### config.mk
export PLATFORM = sky130hd
export DESIGN_NAME = i2c_master_ctrl_flat
export DESIGN_NICKNAME = d
export VERILOG_FILES = /design/src/rtl/i2c_master_if.sv /design/src/rtl/i2c_master_ctrl.sv /design/src/flat_wrapper.sv
export SDC_FILE = /design/constraint.sdc
export NUM_CORES = 1
export LEC_CHECK = 0
export ABC_CLOCK_PERIOD_IN_PS = 2900
export BUFFER_PORTS_ARGS = -buffer_cell sky130_fd_sc_hd__buf_4
export CORE_MARGIN = 4
export CORE_UTILIZATION = 30
export CTS_CLUSTER_DIAMETER = 40
export DETAILED_ROUTE_END_ITERATION = 7
export PLACE_DENSITY = 0.52
export SLEW_MARGIN = 20
export SYNTH_ARGS = -nofsm -noshare
export SYNTH_HDL_FRONTEND = slang
export SYNTH_SLANG_ARGS = --single-unit
### constraint.sdc
create_clock -name clk -period 2.9 [get_ports clk]
set_input_delay 0.58 -clock clk [delete_from_list [all_inputs] [get_ports clk]]
set_output_delay 0.58 -clock clk [all_outputs]
set_load 0.02 [all_outputs]
### src/rtl/i2c_master_if.sv
// i2c_master_if: host request/result and pad drive/sense signals of the I2C master
interface i2c_master_if;
  logic       start;
  logic [6:0] addr;
  logic       rw;
  logic [7:0] wdata;
  logic       sda_i;
  logic       scl_o;
  logic       sda_o;
  logic       busy;
  logic       done;
  logic [7:0] rdata;
  logic       ack_err;
  modport master(input start, addr, rw, wdata, sda_i, output scl_o, sda_o, busy, done, rdata, ack_err);
  modport slave(output start, addr, rw, wdata, sda_i, input scl_o, sda_o, busy, done, rdata, ack_err);
endinterface

### src/rtl/i2c_master_ctrl.sv
// i2c_master_ctrl: single-byte single-master I2C transaction engine with open-drain SCL/SDA drive
module i2c_master_ctrl #(
  parameter int CLK_DIV = 250
) (
  input logic clk,
  input logic reset_n,
  i2c_master_if.master bus
);
  localparam int CW = $clog2(CLK_DIV);
  typedef enum logic [2:0] {IDLE, START, ADDR, ADDR_ACK, DATA_WR, DATA_RD, DATA_ACK, STOP} state_t;
  state_t state, state_n;
  logic [CW-1:0] cnt;
  logic [1:0] q;
  logic [2:0] bit_idx;
  logic [7:0] sh, wdata_r, rdata;
  logic rw_r, samp, ack_err, done;
  logic qend, sample, bend, accept, in_bits;
  assign qend = state != IDLE && cnt == CW'(CLK_DIV - 1);
  assign sample = qend && q == 2'd1;
  assign bend = qend && q == 2'd3;
  assign accept = state == IDLE && bus.start;
  assign in_bits = state inside {ADDR, DATA_WR, DATA_RD};
  // state register; reset drops straight back to IDLE with both lines released
  always_ff @(posedge clk or negedge reset_n) begin
    if (!reset_n) state <= IDLE;
    else state <= state_n;
  end
  // next state: request acceptance in IDLE, otherwise advance only at bit-period ends
  always_comb begin
    state_n = state;
    if (accept) state_n = START;
    else if (bend)
      case (state)
        START:            state_n = ADDR;
        ADDR:             state_n = bit_idx == 3'd7 ? ADDR_ACK : ADDR;
        ADDR_ACK:         state_n = samp ? STOP : rw_r ? DATA_RD : DATA_WR;
        DATA_WR, DATA_RD: state_n = bit_idx == 3'd7 ? DATA_ACK : state;
        DATA_ACK:         state_n = STOP;
        STOP:             state_n = IDLE;
        default:          state_n = state;
      endcase
  end
  // quarter timebase, bit shifter, SDA sampling and result registers
  always_ff @(posedge clk or negedge reset_n) begin
    if (!reset_n) begin
      cnt <= '0;
      q <= 2'd0;
      bit_idx <= 3'd0;
      sh <= 8'd0;
      wdata_r <= 8'd0;
      rw_r <= 1'b0;
      samp <= 1'b0;
      rdata <= 8'd0;
      ack_err <= 1'b0;
      done <= 1'b0;
    end else begin
      done <= bend && state == STOP;
      if (accept) begin
        cnt <= '0;
        q <= 2'd0;
        bit_idx <= 3'd0;
        sh <= {bus.addr, bus.rw};
        rw_r <= bus.rw;
        wdata_r <= bus.wdata;
        ack_err <= 1'b0;
      end else if (state != IDLE) begin
        cnt <= qend ? '0 : cnt + 1'b1;
        if (qend) q <= q + 2'd1;
        if (sample) begin
          samp <= bus.sda_i;
          if (state == DATA_RD) sh <= {sh[6:0], bus.sda_i};
        end
        if (bend) begin
          bit_idx <= in_bits ? bit_idx + 3'd1 : 3'd0;
          if (state == ADDR || state == DATA_WR) sh <= {sh[6:0], 1'b0};
          if (state == ADDR_ACK) sh <= wdata_r;
          if (samp && (state == ADDR_ACK || (state == DATA_ACK && !rw_r))) ack_err <= 1'b1;
          if (state == DATA_ACK && rw_r) rdata <= sh;
        end
      end
    end
  end
  // line drive: START/STOP hold SCL high around the SDA edge; data slots pulse SCL in Q1-Q2
  always_comb begin
    bus.scl_o = (state == IDLE || state == START) ? 1'b1 : state == STOP ? |q : q[0] ^ q[1];
    bus.sda_o = state == START ? !q[1] : state == STOP ? q[1] : (state == ADDR || state == DATA_WR) ? sh[7] : 1'b1;
  end
  assign bus.busy = state != IDLE;
  assign bus.done = done;
  assign bus.rdata = rdata;
  assign bus.ack_err = ack_err;
endmodule

### src/flat_wrapper.sv
// flat-port wrapper written by rule: the top's interface ports become plain ports
module i2c_master_ctrl_flat 
#(
  parameter int CLK_DIV = 250
)
  (clk, reset_n, bus_start, bus_addr, bus_rw, bus_wdata, bus_sda_i, bus_scl_o, bus_sda_o, bus_busy, bus_done, bus_rdata, bus_ack_err);
  i2c_master_if bus_i ();
  input logic clk;
  input logic reset_n;
  input wire logic [$bits(bus_i.start)-1:0] bus_start;
  input wire logic [$bits(bus_i.addr)-1:0] bus_addr;
  input wire logic [$bits(bus_i.rw)-1:0] bus_rw;
  input wire logic [$bits(bus_i.wdata)-1:0] bus_wdata;
  input wire logic [$bits(bus_i.sda_i)-1:0] bus_sda_i;
  output wire logic [$bits(bus_i.scl_o)-1:0] bus_scl_o;
  output wire logic [$bits(bus_i.sda_o)-1:0] bus_sda_o;
  output wire logic [$bits(bus_i.busy)-1:0] bus_busy;
  output wire logic [$bits(bus_i.done)-1:0] bus_done;
  output wire logic [$bits(bus_i.rdata)-1:0] bus_rdata;
  output wire logic [$bits(bus_i.ack_err)-1:0] bus_ack_err;
  assign bus_i.start = bus_start;
  assign bus_i.addr = bus_addr;
  assign bus_i.rw = bus_rw;
  assign bus_i.wdata = bus_wdata;
  assign bus_i.sda_i = bus_sda_i;
  assign bus_scl_o = bus_i.scl_o;
  assign bus_sda_o = bus_i.sda_o;
  assign bus_busy = bus_i.busy;
  assign bus_done = bus_i.done;
  assign bus_rdata = bus_i.rdata;
  assign bus_ack_err = bus_i.ack_err;
  i2c_master_ctrl #(.CLK_DIV(CLK_DIV)) u_core (.clk(clk), .reset_n(reset_n), .bus(bus_i));
endmodule
### Word-level counts from Yosys, hierarchy flattened

Cells that the tools add are included.

* output and inout bits: 13
* register bits: 44

* bitwise gates (word level): 2
* eq/ne operators: 12
* $add $sub $neg: 3
* muxes and demuxes: 33
* reductions and logical operators: 29

Operators by type and width (count)
* 2-to-1 mux 8 bit: 10
* 2-to-1 mux 3 bit: 8
* one-hot mux 3 bit (6 select lines): 1
* == test 3 bit (second input constant): 5
* 2-to-1 mux 1 bit: 11
* AND reduction 3 bit: 3
* adder 8 x 1 -> 8 bit (second input constant): 1
* == test 8 bit (second input constant): 1
* logical AND 1 bit: 8
* nonzero test 2 bit: 4
* nonzero test 7 bit: 1
* == test 3 x 2 -> 1 bit (second input constant): 2
* 2-to-1 mux 2 bit: 3
* nonzero test 3 bit: 2
* AND reduction 2 bit: 2
* AND reduction 4 bit: 1
* OR reduction 2 bit: 2
* adder 3 x 1 -> 3 bit (second input constant): 1
* == test 3 x 1 -> 1 bit (second input constant): 1
* logical NOT 3 bit: 1
* logical OR 1 bit: 3
* != test 3 x 1 -> 1 bit (second input constant): 1
* adder 2 x 1 -> 2 bit (second input constant): 1
* == test 2 x 1 -> 1 bit (second input constant): 1
* 4 further kinds: 5

### Logic depth before layout (Yosys ltp)

Gate-level depths: netlist of run 1.

* word-level depth: 9
* mapped depth: 9

### Least setup slack after synthesis of run 1

OpenSTA, ideal clock, no wires.

* kind: reg-to-output
* start point: register u_core.state[2]
* end point: output port bus_scl_o
* arrival: 1.506 ns
* path buffers: 2
* data required time: 2.320 ns
* path slack: 0.814 ns
* cell stages (with the launch flop): 5
* cells stage by stage: dfrtp_1 > clkbuf_1 > clkbuf_1 > o21ai_0 > a32oi_1

* longest elaborated chain between the ends: 3
* elaborated cells on any way between the ends: 6

RTL lines
* start, declared: RTL line i2c_master_ctrl.sv:11 `state_t state, state_n;`
* start signal, assigned: RTL line i2c_master_ctrl.sv:26 `else state <= state_n;`
* == test 3 bit, or another cell as far along: RTL line i2c_master_ctrl.sv:85 `bus.scl_o = (state == IDLE || state == START) ? 1'b1 : state == STOP ? |q : q[0] ^ q[1];`
* 2-to-1 mux 1 bit / logical OR 1 bit (equally long branches): RTL line i2c_master_ctrl.sv:85
* 2-to-1 mux 1 bit *: RTL line i2c_master_ctrl.sv:85
* end, declared: RTL line flat_wrapper.sv:15 `output wire logic [$bits(bus_i.scl_o)-1:0] bus_scl_o;`

Mark *: on every way between the ends. The rest lies on a longest branch, timed or not.

### Worst setup path in the final report of run 1

* start point: register u_core.state[0]
* end point: output port bus_sda_o

* longest elaborated chain between the ends: 5
* elaborated cells on any way between the ends: 8

RTL lines
* == test 3 x 2 -> 1 bit / == test 3 bit (equally long branches): RTL line i2c_master_ctrl.sv:86 `bus.sda_o = state == START ? !q[1] : state == STOP ? q[1] : (state == ADDR || state == DATA_WR) ? sh[7] : 1'b1 ...`
* logical OR 1 bit: RTL line i2c_master_ctrl.sv:86
* 2-to-1 mux 1 bit (2 in a row): RTL line i2c_master_ctrl.sv:86
* 2-to-1 mux 1 bit *: RTL line i2c_master_ctrl.sv:86
* end, declared: RTL line flat_wrapper.sv:16 `output wire logic [$bits(bus_i.sda_o)-1:0] bus_sda_o;`

Marks and branches as above.

==> reports/results.tsv, run 1 <==
metric	value	unit
grt_pass1_vias	2338	
ys_ff_latch	44	
critPathMaxStageDelay	560	ps
die_w	103	µm
fmax	0.408	GHz
hold_viol_final	0	
cp-end-kind	primary output	
grt_usage	14.3	%
core_area	8760	µm²
grt_pass1_wl	11.8	mm
rsz0062_at_grt	false	
yosys_warnings	0	
internal_power	1.52	mW
peakVddDrop	255	µV
start_kind	register	
yosysSeqAreaShare	40.6	%
synth.distinct_cells	50	
dpl_worst_slack	633	ps
clock_skew	5.59	ps
wl_per_cell	15.9	µm
placed_cell_area	3070	µm²
layout.nets	367	
clock-root-buffer	clkbuf_8	
die_y	103	µm
dpl.hpwl	5.06	mm
drt_first_iter_violations	140	
syn-cell-area	2710	µm²
arrival	1870	ps
gp_congestion	0.860	
synth_edf_count	0	
synth_top_flop_cell	dfrtp_1	
p_comb_share	38.6	%
cts_buffers	5	
path_common_cell	buf_4	
clock-sinks	44	
period_needed	2450	ps
antennaDiodeCount	0	
hold_class	in -> async	
dr.pass1.iters	4	
synth_cells	309	
status	finished clean	
vias_per_cell	5.30	
cts_hold_buf	0	
critPathKind	reg -> out	
io_pins	33	
setup_ws	449	ps
grt_max_degree	45	
area_growth	17.7	%
stdcell_area	3190	µm²
finalSetupTns	0	ps
setup_viol	0	
seqPwrFrac	40.8	%
htreeDepth	2	
clockBufferDepth	2	
clk_pin_slew	80	ps
crit_buf_inv	2	
port_buffers	32	
drive_gt1_share	20.8	%
power.density	789	nW/µm²
p_sw_share	39.8	%
post-route-period-util	84.5	%
crit_slowest_cell	dfrtp_1	
drc	0	
antenna_found_initial	0	
crit_chain	buf_4, nand2_1, o211ai_1, o21ai_0, buf_4	
rows	34	
drv_slew	0	
synth_nets	336	
drtAntennaViolNets	0	
slew_headroom	58.9	%
required	2320	ps
insertion_delay	290	ps
critPathMaxFanout	16	
synthArstFlopShare	100	%
leakagePower	1.44	nW
wirelength	7.12	mm
synth.avg_cell_area	8.78	µm²
cts_resized	0	
switchingPower	1.00	mW
grt_overflow_total	0	
start_util	31.0	%
power_frac_clock	20.5	%
num_vias	2379	
cts_tree	built	
die-area	10600	µm²
drv_cap	0	
post_cts_buffers	0	
tightest_slew	614	ps
critPathTopFamily	flip-flops	
[synthesized netlist by cell type, types with 8 or more instances]
cell	count	area share (%)
dfrtp_1	44	41
nand2_1	43	5.9
nor2_1	37	5.1
o21ai_0	34	6.3
mux2_2	14	5.8
a21oi_1	9	1.7
clkbuf_1	9	1.2
o22ai_1	9	2.1
o21a_1	8	2.2
[cells in the final DEF, fill, tap and decap left out, drive strengths merged, types with 3 or more instances in the layout]
cell / n
o21ai: 35
xnor2: 3
o22ai: 9
mux2i: 5
nor2b: 7
nand2: 43
clkbuf: 7
a221oi: 6
nand4: 5
buf: 42
and3: 5
nor3: 4
nand3: 7
mux2: 14
nand2b: 5
ha: 7
o21a: 8
a21oi: 10
inv: 8
dfrtp: 44
nor2: 38
a211oi: 6
[per-layer routing]
layer | wire, µm | vias up | track usage [%] | part of all wire (%)
li1 | - | 1172 | - | -
met1 | 3280 | 1121 | 19.6 | 46
met2 | 3330 | 73 | 22.7 | 47
met3 | 394 | 13 | 3.04 | 5.5
met4 | 106 | 0 | 3.88 | 1.5
met5 | 0 | - | 0 | 0
[sequential cells by signal, summed over array words and instances, names as in the netlist]
name                flops
u_core.bit_idx          3
u_core.bus.ack_err      1
u_core.bus.done         1
u_core.bus.rdata        8
u_core.cnt              8
u_core.q                2
u_core.rw_r             1
u_core.samp             1
u_core.sh               8
u_core.state            3
u_core.wdata_r          8
[logic make-up (layout without fill, tap and decap cells)]
family                     count (synthesis)  after routing  share of synthesized area [%]
DFF                                       44             44                           40.6
AOI/OAI and AO/OA                         88             88                           20.7
adders and majority gates                  7              7                           3.23
and+or+nand+nor                          122            122                           22.2
xor gates and xnor gates                   3              3                          0.968
muxes                                     19             19                           7.65
buffers and inverters                     26             58                           4.70
[through the flow]
step                cells  util, %  power, mW  hold WS (ps)
finish                449     36.4       2.52           264
global route          449     36.4       2.73           317
CTS                   449     36.4       2.54           301
detailed placement    441     35.0       2.01           463
global placement      441     35.0       2.00           471
floorplan             309        -       1.69           284
[worst paths after layout]
path | startpoint | endpoint | slack, ps | cells after the start
max | u_core.state[0] | bus_sda_o | 450 | 5
min | reset_n | u_core.bus.rdata[5] | 260 | 1
max reg2reg | u_core.state[0] | u_core.sh[2] | 660 | 6
min reg2reg | u_core.wdata_r[3] | u_core.wdata_r[3] | 490 | 2
max in group asynchronous | reset_n | u_core.sh[6] | 2220 | 1
min in group clk | bus_wdata[6] | u_core.wdata_r[6] | 470 | 3
[worst register-to-register path, cell delays in order (launching register included)]
cell and delay, ps:
dfrtp_1 510, nor3_4 410, inv_2 160, nand4_1 360, nand2_1 320, o21a_1 270, o22ai_1 150
[power by group through the flow]
stage / Sequential [mW] / Clock (mW) / Combinational (mW)
2_1_floorplan: 0.937 / 0 / 0.753
3_3_place_gp: 1.03 / 0 / 0.974
3_5_place_dp: 1.04 / 0 / 0.978
4_1_cts: 1.02 / 0.536 / 0.982
5_1_grt: 1.06 / 0.564 / 1.11
6_report: 1.03 / 0.518 / 0.973
[area by class of cell]
class                   instances  area, µm²
inverters                       8       30.0
repair buffers                 42        315
multi-input cells             239       1490
clock inverters                 1       30.0
well taps                     108        135
fillers                       893       5570
clock buffers                   7       96.3
flip-flops and latches         44       1100
Note: power is estimated with default switching activity, not from simulation.
==> run 2: changes to the inputs <==
Settings changed: ABC_AREA set to 1, ABC_CLOCK_PERIOD_IN_PS 2900 to 2500.
Clock period 2.9 ns to 2.5 ns, I/O delays scaled along.
==> run 2 against run 1 <==
Against the previous run:
- clock power up 6.6%
- utilization is 0.43 points lower
- clock skew rose by 5.4 ps
- worst hold slack got worse by 72 ps
- flip-flop and latch count stayed put
- combinational power decreased by 93%
- clock-buffer cell count down 1
- cell count up 13%
==> reports/results.tsv, run 2 <==
metric	value	unit	change
clk_pin_slew	90	ps	about the same
peakVddDrop	196	µV	-23%
dpl.hpwl	4.97	mm	-1.7%
hold_viol_final	0		unchanged
grt_pass1_wl	11.7	mm	-1.0%
dp.cells	500		+13%
port_buffers	32		unchanged
crit_slowest_cell	dfrtp_2		
rows	34		unchanged
synth_top_area_share	40.2	%	-0.39 points
synth_top_flop_cell	dfrtp_1		
drtAntennaViolNets	0		unchanged
start_util	31.1	%	+0.15 points
critPathLaunch	u_core.state[1]		
synth_top_family_by_area	simple AND/OR/NAND/NOR gates		
critPathTopFamily	simple AND/OR/NAND/NOR gates		
synth.avg_cell_area	7.49	µm²	-15%
crit_buf_inv	2		unchanged
synth_most_common_cell	nand2_1		
status	finished clean		
dr.pass1.iters	4		unchanged
hold_class	in -> async		
grt_pass1_vias	2362		+1.0%
layout.nets	426		+16%
cp-end-kind	primary output		
worstSetupPathDepth	8		+3
critPathKind	reg -> out		
synth_edf_count	0		unchanged
grt_max_degree	45		unchanged
critPathMaxFanout	10		-6
final_cell_count_no_fill	508		+13%
crit_chain	inv_1, nor2_2, nand2_1, nand2_2, nand2_4, o221ai_1, o21ai_0, buf_4		
drt_first_iter_violations	126		-10%
finalSetupTns	0	ps	unchanged
die-area	10700	µm²	+0.89%
r2r_cells	9		+3
period_needed	2300	ps	
synthXorXnorAreaFrac	1.28	%	+0.31 points
vias_per_cell	4.59		-13%
arrival	1800	ps	-70 ps
synth_simple_gate_area_share	29.1	%	+6.9 points
area_growth	15.7	%	
holdWs	192	ps	-71.7 ps
wl_per_cell	13.4	µm	-16%
ys_ff_latch	44		unchanged
post_cts_buffers	0		unchanged
synthArstFlopShare	100	%	unchanged
clockBufferDepth	2		unchanged
setup_viol	0		unchanged
yosysSeqAreaShare	40.2	%	-0.39 points
required	2000	ps	-320 ps
insertion_delay	300	ps	about the same
endpoint	bus_sda_o		
critPathMaxStageDelay	430	ps	-130 ps
grt_usage	13.2	%	-1.1 points
rsz0062_at_grt	false		
final_common_cell	nand2_1		
regToRegStartpoint	u_core.state[2]		
slew_headroom	51.4	%	-7.6 points
core_area	8810	µm²	+0.49%
grt_overflow_total	0		unchanged
switchingPower	0.299	mW	-70%
syn-cell-area	2740	µm²	+0.97%
drv_cap	0		unchanged
clock_skew	11.0	ps	+5.41 ps
gp_congestion	0.871		+1.3%
num_vias	2332		-2.0%
die_y	104	µm	+0.45%
leakagePower	1.69	nW	+17%
synth_cells	366		+18%
synth.distinct_cells	34		-32%
final_cell_mix	nand2_1 (117), inv_1 (45), dfrtp_1 (43), buf_4 (35), a21oi_1 (32)		
clock-sinks	44		unchanged
synth_nets	393		+17%
antenna_found_initial	0		unchanged
start_kind	register		
seqPwrFrac	53.9	%	+13 points
clock-root-buffer	clkbuf_8		
p_sw_share	22.3	%	-18 points
synth-compound-area-share	16.6	%	-4.0 points
p_comb_share	5.0	%	-34 points
stdcell_area	3170	µm²	-0.71%
power_frac_clock	41.1	%	+21 points
yosys_warnings	0		unchanged
synth_area_leader_cell	dfrtp_1		
post-route-period-util	92.1	%	
drv_slew	0		unchanged
io_pins	33		unchanged
fmax	0.434	GHz	
cts_buffers	5		unchanged
drc	0		unchanged
synthTopCellsByCount	nand2_1 (117), inv_1 (45), dfrtp_1 (44)		
synthMuxAreaShare	0	%	-7.7 points
die_w	104	µm	+0.45%
timing.rr.end	u_core.q[0]		
antennaDiodeCount	0		unchanged
tightest_slew	730	ps	+116 ps
placed_cell_area	3060	µm²	-0.16%
synthAdderAreaFrac	3.20	%	-0.031 points
power.density	423	nW/µm²	-46%
htreeDepth	2		unchanged
worst-r2r-setup-slack	500	ps	-160 ps
synth_area_leaders	dfrtp_1 (40%), nand2_1 (16%), inv_1 (6.2%), a21oi_1 (5.8%), o21ai_0 (4.2%)		
internal_power	1.04	mW	-31%
drive_gt1_share	18.0	%	-2.8 points
wirelength	6.78	mm	-4.7%
cts_tree	built		
[run 2: changes by cell type in the layout (fill, tap and decap cells not counted), sizes merged, moves of 8 or more]
cell,delta
a21oi,+22
inv,+40
mux2,-14
nand2,+81
nor2,-9
o21a,-8
[run 2: power by group through the flow]
| stage | logic [mW] | clock network (mW) | registers (mW) |
|---|---|---|---|
| 2_1_floorplan | 0.0244 | 0 | 0.736 |
| 3_3_place_gp | 0.0694 | 0 | 0.738 |
| 3_5_place_dp | 0.0688 | 0 | 0.738 |
| 4_1_cts | 0.0690 | 0.569 | 0.723 |
| 5_1_grt | 0.0774 | 0.596 | 0.725 |
| 6_report | 0.0665 | 0.552 | 0.723 |
[run 2: worst min path at each step]
| stage | slack (ps) | endpoint | depth (start not counted) |
|---|---|---|---|
| finish | 190 | u_core.bus.rdata[0] | 1 |
| floorplan | 200 | u_core.bit_idx[0] | 0 |
| global route | 250 | u_core.bus.rdata[4] | 1 |
| CTS | 230 | u_core.bus.rdata[0] | 1 |
| global placement | 470 | u_core.bit_idx[2] | 2 |
| detailed placement | 470 | u_core.bus.rdata[5] | 2 |
[run 2: timing repair]
action                                  in CTS  in global routing
resized for setup                            0                  1
hold buffers                                 0                  0
hold endpoints to repair                     0                  0
endpoints found under the setup margin       0                  1
[run 2: logic make-up (layout without fill, tap and decap cells)]
| kind of cell | count (synthesis) | after routing |
|---|---|---|
| buf+inv | 58 | 92 |
| flops | 44 | 44 |
| simple gates | 174 | 174 |
| compound gates | 79 | 79 |
| xor+xnor | 4 | 4 |
| fa+ha+maj | 7 | 7 |
[run 2: routing by layer]
metal | global-route usage, % | up-vias | share of wire, %
met5 | 0 | - | 0
met4 | 3.42 | 0 | 1.0
met3 | 2.43 | 9 | 4.0
met2 | 21.1 | 47 | 45
met1 | 18.4 | 1036 | 50
li1 | - | 1240 | -
[run 2: cell type report]
type,count,area [µm²]
timing repair buffer,35,263
clock inverter,2,35.0
fill,935,5640
tap,108,135
sequential,44,1100
inverter,49,188
multi-input combinational,264,1380
clock buffer,6,72.6
[run 2: per-stage QoR]
stage / power (mW) / setup WS [ps] / utilization [%]
after floorplan: 0.760 / 685 / -
after global placement: 0.807 / 502 / 34.8
after detailed placement: 0.806 / 454 / 34.8
after CTS: 1.36 / 116 / 36.0
after global routing: 1.40 / 23.7 / 36.0
final: 1.34 / 197 / 36.0
==> run 3: changes to the inputs <==
--- a/config.mk
+++ b/config.mk
@@ -14,2 +14,3 @@
 export DETAILED_ROUTE_END_ITERATION = 7
+export MAX_ROUTING_LAYER = met4
 export PLACE_DENSITY = 0.52
--- a/constraint.sdc
+++ b/constraint.sdc
@@ -3,2 +3,2 @@
 set_output_delay 0.5 -clock clk [all_outputs]
-set_load 0.02 [all_outputs]
+set_load 0.05 [all_outputs]
==> run 3 against run 2 <==
Against the previous run:
- final area fell by 0.36%
- clock power fell by 8.7%
- clock skew barely moved
- maximum frequency rose by 1.1%
- via count rose by 2.2%
- critical endpoint unchanged
==> reports/results.tsv, run 3 (synthesis results as in run 2) <==
metric	value	unit	change
status	finished clean		
rsz0062_at_grt	false		
clk_pin_slew	90	ps	about the same
placed_cell_area	3060	µm²	unchanged
peakVddDrop	225	µV	+15%
io_pins	33		unchanged
dpl.hpwl	4.98	mm	+0.13%
grt_max_degree	45		unchanged
r2r_cells	6		-3
die-area	10700	µm²	unchanged
drv_cap	0		unchanged
stdcell_area	3160	µm²	-0.36%
antenna_found_initial	0		unchanged
regToRegStartpoint	u_core.state[2]		
gp_congestion	0.901		+3.4%
cts_hold_buf	0		unchanged
clock-sinks	44		unchanged
wl_met1	3.44	mm	+0.79%
grt_pass1_vias	2313		-2.1%
drtAntennaViolNets	0		unchanged
cp-end-kind	primary output		
grt_pass1_wl	11.5	mm	-2.3%
crit_chain	inv_1, nand2_1, nand2_2, nand2_4, o221ai_1, o21ai_0, buf_4		
leakagePower	1.69	nW	-0.29%
drive_gt1_share	18.0	%	+0.045 points
wl_per_cell	13.4	µm	+0.18%
fmax	0.439	GHz	+1.1%
arrival	1780	ps	-20 ps
clockBufferDepth	2		unchanged
dp.cells	500		unchanged
wirelength	6.78	mm	about the same
final_common_cell	nand2_1		
cts_resized	0		unchanged
start_util	31.1	%	unchanged
crit_slowest_cell	dfrtp_1		
grt_overflow_total	0		unchanged
period_needed	2280	ps	-24.3 ps
setup_viol	0		unchanged
core_area	8810	µm²	unchanged
highest_layer	met4		
cts_tree	built		
clock_skew	10.9	ps	-0.0927 ps
post-route-period-util	91.1	%	-0.97 points
drc	0		unchanged
clock-root-buffer	clkbuf_8		
dr.pass1.iters	4		unchanged
vias_per_cell	4.70		+2.4%
insertion_delay	310	ps	about the same
critPathMaxFanout	10		unchanged
post_cts_buffers	0		unchanged
required	2000	ps	about the same
final_cell_count_no_fill	507		-0.20%
tightest_slew	743	ps	+13.3 ps
cts_buffers	5		unchanged
worst-r2r-setup-slack	520	ps	+20 ps
hold_viol_final	0		unchanged
grt_usage	13.4	%	+0.25 points
final_cell_mix	nand2_1 (117), inv_1 (45), dfrtp_1 (43), buf_4 (35), a21oi_1 (32)		
drv_slew	0		unchanged
critPathMaxStageDelay	530	ps	+100 ps
die_y	104	µm	unchanged
critPathKind	reg -> out		
layout.nets	426		unchanged
area_growth	15.3	%	
wl_met2	3.00	mm	-1.0%
drt_first_iter_violations	75		-40%
antennaDiodeCount	0		unchanged
slew_headroom	50.5	%	-0.89 points
rows	34		unchanged
start_kind	register		
finalSetupTns	0	ps	unchanged
htreeDepth	2		unchanged
num_vias	2383		+2.2%
die_w	104	µm	unchanged
timing.rr.end	u_core.sh[2]		
hold_class	in -> async		
port_buffers	32		unchanged
met3_length	249	µm	-7.1%
power.density	410	nW/µm²	-3.1%
==> run 3: report_power, final <==
part	internal (mW)	total, mW	switching [mW]
clock	0.247	0.504	0.258
sequential	0.716	0.723	0.00736
combinational	0.0302	0.0676	0.0375
==> run 3: per-stage QoR <==
step / hold WS, ps / worst slack [ps] / util, % / power [mW]
6_report: 192 / 222 / 35.9 / 1.30
4_1_cts: 215 / 150 / 35.9 / 1.32
3_3_place_gp: 466 / 510 / 34.8 / 0.807
3_5_place_dp: 468 / 497 / 34.8 / 0.807
2_1_floorplan: 204 / 218 / - / 0.760
5_1_grt: 228 / 41.2 / 35.9 / 1.35
==> run 3: final cells by class <==
class,instances,area [µm²]
timing repair buffer,35,263
inverter,49,188
tap,108,135
multi-input combinational,264,1380
clock buffer,7,96.3
fill,926,5650
sequential,44,1100
==> run 3: worst max path at each step <==
stage | startpoint | to | slack (ps) | cells past startpoint
2_1_floorplan | u_core.state[2] | bus_scl_o | 220 | 5
3_3_place_gp | u_core.state[1] | bus_sda_o | 510 | 8
3_5_place_dp | u_core.state[1] | bus_sda_o | 500 | 8
4_1_cts | u_core.state[1] | bus_sda_o | 150 | 8
5_1_grt | u_core.state[1] | bus_sda_o | 40 | 8
6_report | u_core.state[2] | bus_sda_o | 220 | 7
==> run 3: routing by layer <==
metal	global-route usage, %	vias up
met5	-	-
met2	20.3	45
met1	18.3	1088
met3	3.05	8
met4	3.42	0
li1	-	1242
==> run 3: worst max-delay path, delay by kind of cell, from the launching register on <==
family                 cells  cell delay [ps]
DFF                        1              530
buffers and inverters      2              400
and+or+nand+nor            3              350
AOI/OAI and AO/OA          2              200
